===== config.mk =====
export PLATFORM = sky130hd
export DESIGN_NAME = host_com_port
export DESIGN_NICKNAME = d
export VERILOG_FILES = /design/src/rtl/host_com_port_pkg.sv /design/src/rtl/host_com_port.sv
export SDC_FILE = /design/constraint.sdc
export NUM_CORES = 1
export LEC_CHECK = 0
export BUFFER_PORTS_ARGS = -buffer_cell sky130_fd_sc_hd__clkbuf_2
export CAP_MARGIN = 20
export CORE_MARGIN = 1.5
export CORE_UTILIZATION = 59
export DETAILED_ROUTE_END_ITERATION = 8
export PLACE_DENSITY = 0.85
export SYNTH_ARGS = -nofsm -noshare
export SYNTH_HDL_FRONTEND = slang
export SYNTH_SLANG_ARGS = --single-unit

===== constraint.sdc =====
create_clock -name clk -period 7.1 [get_ports clk]
set_input_delay 1.42 -clock clk [delete_from_list [all_inputs] [get_ports clk]]
set_output_delay 1.42 -clock clk [all_outputs]
set_load 0.005 [all_outputs]

===== src/rtl/host_com_port_pkg.sv =====
// Shared definitions for the processor-side host link endpoint:
// default widths and the sequencer state encoding.
package host_com_port_pkg;

  localparam int DATA_W_DEF = 16;
  localparam int ADDR_W_DEF = 12;

  // Encoding is visible on the state port, so values are fixed.
  typedef enum logic [1:0] {
    ST_LOAD = 2'd0,
    ST_RUN  = 2'd1,
    ST_DUMP = 2'd2,
    ST_DONE = 2'd3
  } state_e;

endpackage


===== src/rtl/host_com_port.sv =====
// Processor-side host link endpoint: loads the inbound word stream into
// data memory from address 0, pulses the cores, waits for them, then
// streams the result region back out and parks until reset.
module host_com_port
  import host_com_port_pkg::*;
#(
  parameter int DATA_W   = DATA_W_DEF,
  parameter int ADDR_W   = ADDR_W_DEF,
  parameter int OUT_BASE = 0,
  parameter int OUT_LEN  = 64
) (
  input  logic              clk,
  input  logic              rst,
  input  logic [DATA_W-1:0] com_data_in,
  input  logic              data_write_start,
  input  logic              data_write_done,
  input  logic              cores_done,
  input  logic [DATA_W-1:0] mem_rd_data,
  output logic              mem_wr_en,
  output logic [ADDR_W-1:0] mem_addr,
  output logic [DATA_W-1:0] mem_wr_data,
  output logic              cores_start,
  output logic [DATA_W-1:0] com_data_out,
  output logic              output_write_start,
  output logic              output_write_done,
  output logic [1:0]        state,
  output logic              load_overflow
);

  // Counters run 0..OUT_LEN inclusive.
  localparam int CNT_W = $clog2(OUT_LEN + 1);

  localparam logic [ADDR_W-1:0] BASE_A    = ADDR_W'(OUT_BASE);
  localparam logic [ADDR_W-1:0] BASE_NEXT = ADDR_W'(OUT_BASE + 1);
  localparam logic [CNT_W-1:0]  LEN_C     = CNT_W'(OUT_LEN);
  localparam logic [CNT_W-1:0]  LAST_C    = CNT_W'(OUT_LEN - 1);
  localparam logic [CNT_W-1:0]  ONE_C     = CNT_W'(1);

  // The result region must be non-empty and fit inside the address space.
  if (OUT_LEN < 1 || OUT_BASE < 0 || OUT_BASE + OUT_LEN > (1 << ADDR_W)) begin : g_param_check
    $error("host_com_port: result region does not fit the address space");
  end

  state_e              state_q;
  logic [ADDR_W-1:0]   wr_addr_q, wr_addr_d;
  logic [ADDR_W-1:0]   rd_ptr_q, rd_ptr_d;
  logic [ADDR_W-1:0]   mem_addr_q;
  logic [CNT_W-1:0]    issue_cnt_q;   // read addresses issued so far
  logic [CNT_W-1:0]    out_cnt_q;     // result words already sent
  logic                addr_vld_q;    // mem_addr carries a read this cycle
  logic                data_vld_q;    // mem_rd_data holds a result word this cycle
  logic                mem_wr_en_q;
  logic [DATA_W-1:0]   mem_wr_data_q;
  logic                cores_start_q;
  logic [DATA_W-1:0]   com_data_out_q;
  logic                ows_q, owd_q;
  logic                load_overflow_q;

  assign wr_addr_d = wr_addr_q + ADDR_W'(1);
  assign rd_ptr_d  = rd_ptr_q + ADDR_W'(1);

  // Sequencer: load, one-cycle start pulse, wait, dump, hold; outputs registered.
  always_ff @(posedge clk or posedge rst) begin
    if (rst) begin
      state_q         <= ST_LOAD;
      wr_addr_q       <= '0;
      rd_ptr_q        <= '0;
      mem_addr_q      <= '0;
      issue_cnt_q     <= '0;
      out_cnt_q       <= '0;
      addr_vld_q      <= 1'b0;
      data_vld_q      <= 1'b0;
      mem_wr_en_q     <= 1'b0;
      mem_wr_data_q   <= '0;
      cores_start_q   <= 1'b0;
      com_data_out_q  <= '0;
      ows_q           <= 1'b0;
      owd_q           <= 1'b0;
      load_overflow_q <= 1'b0;
    end else begin
      mem_wr_en_q   <= 1'b0;
      cores_start_q <= 1'b0;
      case (state_q)
        ST_LOAD: begin
          // done may arrive alone; its word is still the last one written
          if (data_write_start || data_write_done) begin
            mem_wr_en_q   <= 1'b1;
            mem_addr_q    <= wr_addr_q;
            mem_wr_data_q <= com_data_in;
            wr_addr_q     <= wr_addr_d;
            if (&wr_addr_q) load_overflow_q <= 1'b1;
            if (data_write_done) begin
              state_q       <= ST_RUN;
              cores_start_q <= 1'b1;
            end
          end
        end
        ST_RUN: begin
          // cores_start_q marks the pulse cycle, where cores_done is not trusted
          if (!cores_start_q && cores_done) begin
            state_q     <= ST_DUMP;
            mem_addr_q  <= BASE_A;
            rd_ptr_q    <= BASE_NEXT;
            issue_cnt_q <= ONE_C;
            addr_vld_q  <= 1'b1;
            data_vld_q  <= 1'b0;
            out_cnt_q   <= '0;
          end
        end
        ST_DUMP: begin
          data_vld_q <= addr_vld_q;
          if (issue_cnt_q != LEN_C) begin
            mem_addr_q  <= rd_ptr_q;
            rd_ptr_q    <= rd_ptr_d;
            issue_cnt_q <= issue_cnt_q + ONE_C;
            addr_vld_q  <= 1'b1;
          end else begin
            addr_vld_q  <= 1'b0;
          end
          if (data_vld_q) begin
            com_data_out_q <= mem_rd_data;
            ows_q          <= 1'b1;
            out_cnt_q      <= out_cnt_q + ONE_C;
            if (out_cnt_q == LAST_C) begin
              owd_q   <= 1'b1;
              state_q <= ST_DONE;
            end
          end
        end
        default: begin
          // DONE: outputs hold until reset
        end
      endcase
    end
  end

  assign state              = state_q;
  assign mem_wr_en          = mem_wr_en_q;
  assign mem_addr           = mem_addr_q;
  assign mem_wr_data        = mem_wr_data_q;
  assign cores_start        = cores_start_q;
  assign com_data_out       = com_data_out_q;
  assign output_write_start = ows_q;
  assign output_write_done  = owd_q;
  assign load_overflow      = load_overflow_q;

endmodule


==> results.sh <==
export IMPL_finalHoldViolCount=0
export IMPL_met2_length_um=4550
export IMPL_wl_um=9000
export IMPL_multi_input_area_um2=1810
export IMPL_grt_overflow=0
export IMPL_cts_clk_slew_worst_paths_ns=0.08
export IMPL_grt_max_degree=92
export IMPL_design_area_um2=4970
export IMPL_p_sw_uw=686
export IMPL_hold_buffers=0
export IMPL_syn_area_um2=4280
export IMPL_instances_no_fill=589
export IMPL_cts_sink_count=91
export IMPL_drv_slew=0
export IMPL_antenna_found_initial=0
export IMPL_first_pass_iters=4
export IMPL_seqPwrFrac_pct=42.3
export IMPL_timing_fmax_mhz=350
export IMPL_ctsRootBufferMaster="clkbuf_8"
export IMPL_wl_per_cell_um=15.3
export IMPL_setup_tns_final_ns=0
export IMPL_total_power_uw=1820
export IMPL_worst_slew_pin_slew_ns=0.885
export IMPL_synth_largest_area_cell="dfrtp_1"
export IMPL_rows=30
export IMPL_relSlewSlack_pct=40.9
export IMPL_pwr_share_clk_pct=18.1
export IMPL_drive_gt1_share_pct=29.8
export IMPL_core_um2=6910
export IMPL_antenna_left=0
export IMPL_cts_resized=0
export IMPL_clock_latency_ns=0.35
export IMPL_yosysWarnings=0
export IMPL_track_usage_pct=24.7
export IMPL_synth_seq_cells=91
export IMPL_fin_worst_skew_ns=0.0116
export IMPL_post_route_util_pct=72.0
export IMPL_placed_cell_area_um2=4760
export IMPL_cts_buffers=9
export IMPL_cp_start_kind="input pin"
export IMPL_ir_drop_mv=0.245
export IMPL_synth_cell_types=43
export IMPL_reg2reg_depth=7
export IMPL_placedCellCount=572
export IMPL_pwr_density_cell_nw_per_um2=366
export IMPL_drv_cap=0
export IMPL_avgViaCountPerCell=5.61
export IMPL_initial_utilization_pct=62.0
export IMPL_fillers=540
export IMPL_synth_top_area_share_pct=53.2
export IMPL_cp_required_ns=7.37
export IMPL_p_comb_share_pct=39.6
export IMPL_fin_crit_sh_pct=40.2
export IMPL_crit_start="data_write_start"
export IMPL_outcome="finished clean"
export IMPL_worst_setup_path_end_kind="flop"
export IMPL_drt_iter0_drc=223
export IMPL_dieWidth_um=88.2
export IMPL_synth_enable_flop_cells=0
export IMPL_reg2reg_to="mem_addr[11]"
export IMPL_r2r_start="state[0]"
export IMPL_cts_tree="built"
export IMPL_ff2ff_setup_slack_ns=4.42
export IMPL_p_int_uw=1140
export IMPL_drc=0
export IMPL_met3_length_um=362
export IMPL_seq_area_um2=2280
export IMPL_syn_area_per_cell_um2=10.5
export IMPL_cts_setup_buffers=0
export IMPL_synthCells=407
export IMPL_synth_area_leaders="dfrtp_1 (53%), nand2_1 (6.0%), mux2_2 (5.8%), nand3_1 (3.4%), o21ai_0 (3.4%)"
export IMPL_worstHoldStart="load_overflow"
export IMPL_rsz0062_at_grt="false"
export IMPL_wl_met1_um=3890
export IMPL_numPortBuffers=87
export IMPL_crit_fanout=23
export IMPL_io_pins=88
export IMPL_h_tree_depth=3
export IMPL_hold_path_end="load_overflow"
export IMPL_async_flop_share_pct=100
export IMPL_nNetsFinal=534
export IMPL_period_minus_slack_ns=2.85
export IMPL_top_layer="met4"
export IMPL_syn_nets=453
export IMPL_vias=3305
export IMPL_min_path_type="reg2reg"
export IMPL_die_area_um2=7770
export IMPL_holdPathStages=1
export IMPL_hpwlAfterDp_um=6180
export IMPL_area_delta_synth_final_pct=16.2
export IMPL_seq_area_frac_synth_pct=53.2
export IMPL_grt_pass1_wl_um=14900
export IMPL_critPathKind="in2reg"
export IMPL_diodes=0
export IMPL_synth_main_ff_cell="dfrtp_1"
export IMPL_setup_viol=0
export IMPL_swShare_pct=37.6
export IMPL_p_leak_uw=0.00242
export IMPL_die_height_um=88.2
export IMPL_clockBufferDepth=2
export IMPL_place_congestion=0.829
export IMPL_arrival_ns=3.12
export IMPL_grt_pass1_vias=3225
## flip-flops by register name, indices dropped and copies added (netlist names), 2 cells and up
name and cells:
com_data_out 16, mem_wr_data 16, mem_addr 12, rd_ptr_q 12, wr_addr_q 12, issue_cnt_q 7
out_cnt_q 7, state 2
## cell type report
type | instances | share of cell area, %
Sequential cell | 91 | 45.8
Timing Repair Buffer | 92 | 9.91
Multi-Input combinational cell | 271 | 36.4
Tap cell | 96 | 2.42
Inverter | 23 | 1.76
Clock buffer | 11 | 3.04
Clock inverter | 5 | 0.730
## critical path, stage by stage
cell      delay [ns]
clkbuf_2        0.10
o21ai_1         0.09
buf_4           0.20
inv_1           0.49
nand4_1         0.29
nor4_1          0.34
xor2_1          0.19
## Yosys cell counts (2+ instances only)
cell / count
and3_1: 3
nor4_1: 3
o21a_1: 3
o31ai_1: 16
o21ai_0: 29
o41ai_1: 5
and4_1: 2
nand2_1: 68
nor2_1: 6
and2_1: 6
dfrtp_1: 91
ha_1: 9
mux2_2: 22
nand3_1: 29
a21oi_1: 7
inv_1: 23
buf_1: 2
mux2_4: 9
mux2i_1: 3
o311ai_0: 2
xnor2_1: 10
buf_2: 4
or4_1: 4
nand2b_1: 8
nand4_1: 6
clkbuf_1: 14
or3_1: 4
a32o_1: 2
or2_2: 2
a22o_1: 2
## stage by stage
stage | worst slack (ns) | hold WS [ns]
3_5_place_dp | 3.88 | 0.457
4_1_cts | 4.23 | 0.482
5_1_grt | 3.97 | 0.495
6_report | 4.25 | 0.476
3_3_place_gp | 3.97 | 0.453
2_1_floorplan | 3.32 | 0.459
## how the worst max path moves through the flow
stage / cells after the start / endpoint
2_1_floorplan: 1 / addr_vld_q
3_5_place_dp: 7 / wr_addr_q[10]
3_3_place_gp: 7 / wr_addr_q[10]
6_report: 7 / wr_addr_q[10]
5_1_grt: 7 / wr_addr_q[10]
4_1_cts: 7 / wr_addr_q[10]
## power by group through the flow
stage	logic (uW)	registers (uW)	clock network (uW)
floorplan	503	772	0
global placement	694	770	0
detailed placement	719	778	0
CTS	721	770	333
global route	802	790	354
finish	721	772	330
## cell families after synthesis
logic type,Yosys count,share of synthesized area (%)
simple gates,144,16.5
flops,91,53.2
compound gates,73,11.3
buf+inv,45,4.53
mux,34,9.65
xor+xnor,11,2.25
fa+ha+maj,9,2.63
## layout by cell type (no fill, tap or decap), types with 2 or more instances in the layout
| cell | count |
|---|---|
| and2_1 | 6 |
| xnor2_1 | 10 |
| o311ai_0 | 2 |
| o41ai_1 | 5 |
| o21ai_0 | 29 |
| clkinvlp_4 | 3 |
| nand2b_1 | 8 |
| clkbuf_2 | 87 |
| and4_1 | 2 |
| or3_1 | 4 |
| a21oi_1 | 7 |
| o31ai_1 | 16 |
| clkinv_2 | 2 |
| a32o_1 | 2 |
| and3_1 | 3 |
| mux2_2 | 22 |
| ha_1 | 9 |
| mux2i_1 | 3 |
| or2_2 | 2 |
| a22o_1 | 2 |
| o21a_1 | 3 |
| nand2_1 | 68 |
| or4_1 | 4 |
| dfrtp_1 | 91 |
| nand4_1 | 6 |
| inv_1 | 22 |
| nor2_1 | 6 |
| buf_4 | 4 |
| mux2_4 | 9 |
| clkbuf_8 | 11 |
| nor4_1 | 3 |
| nand3_1 | 29 |
## layer usage
metal  GRT usage, %  vias to the layer above
met2           41.8                       97
met3           3.68                       20
met4           9.38                        0
met5              0                        -
li1               -                     1579
met1           32.2                     1609
Note: power is estimated with default switching activity, not from simulation.
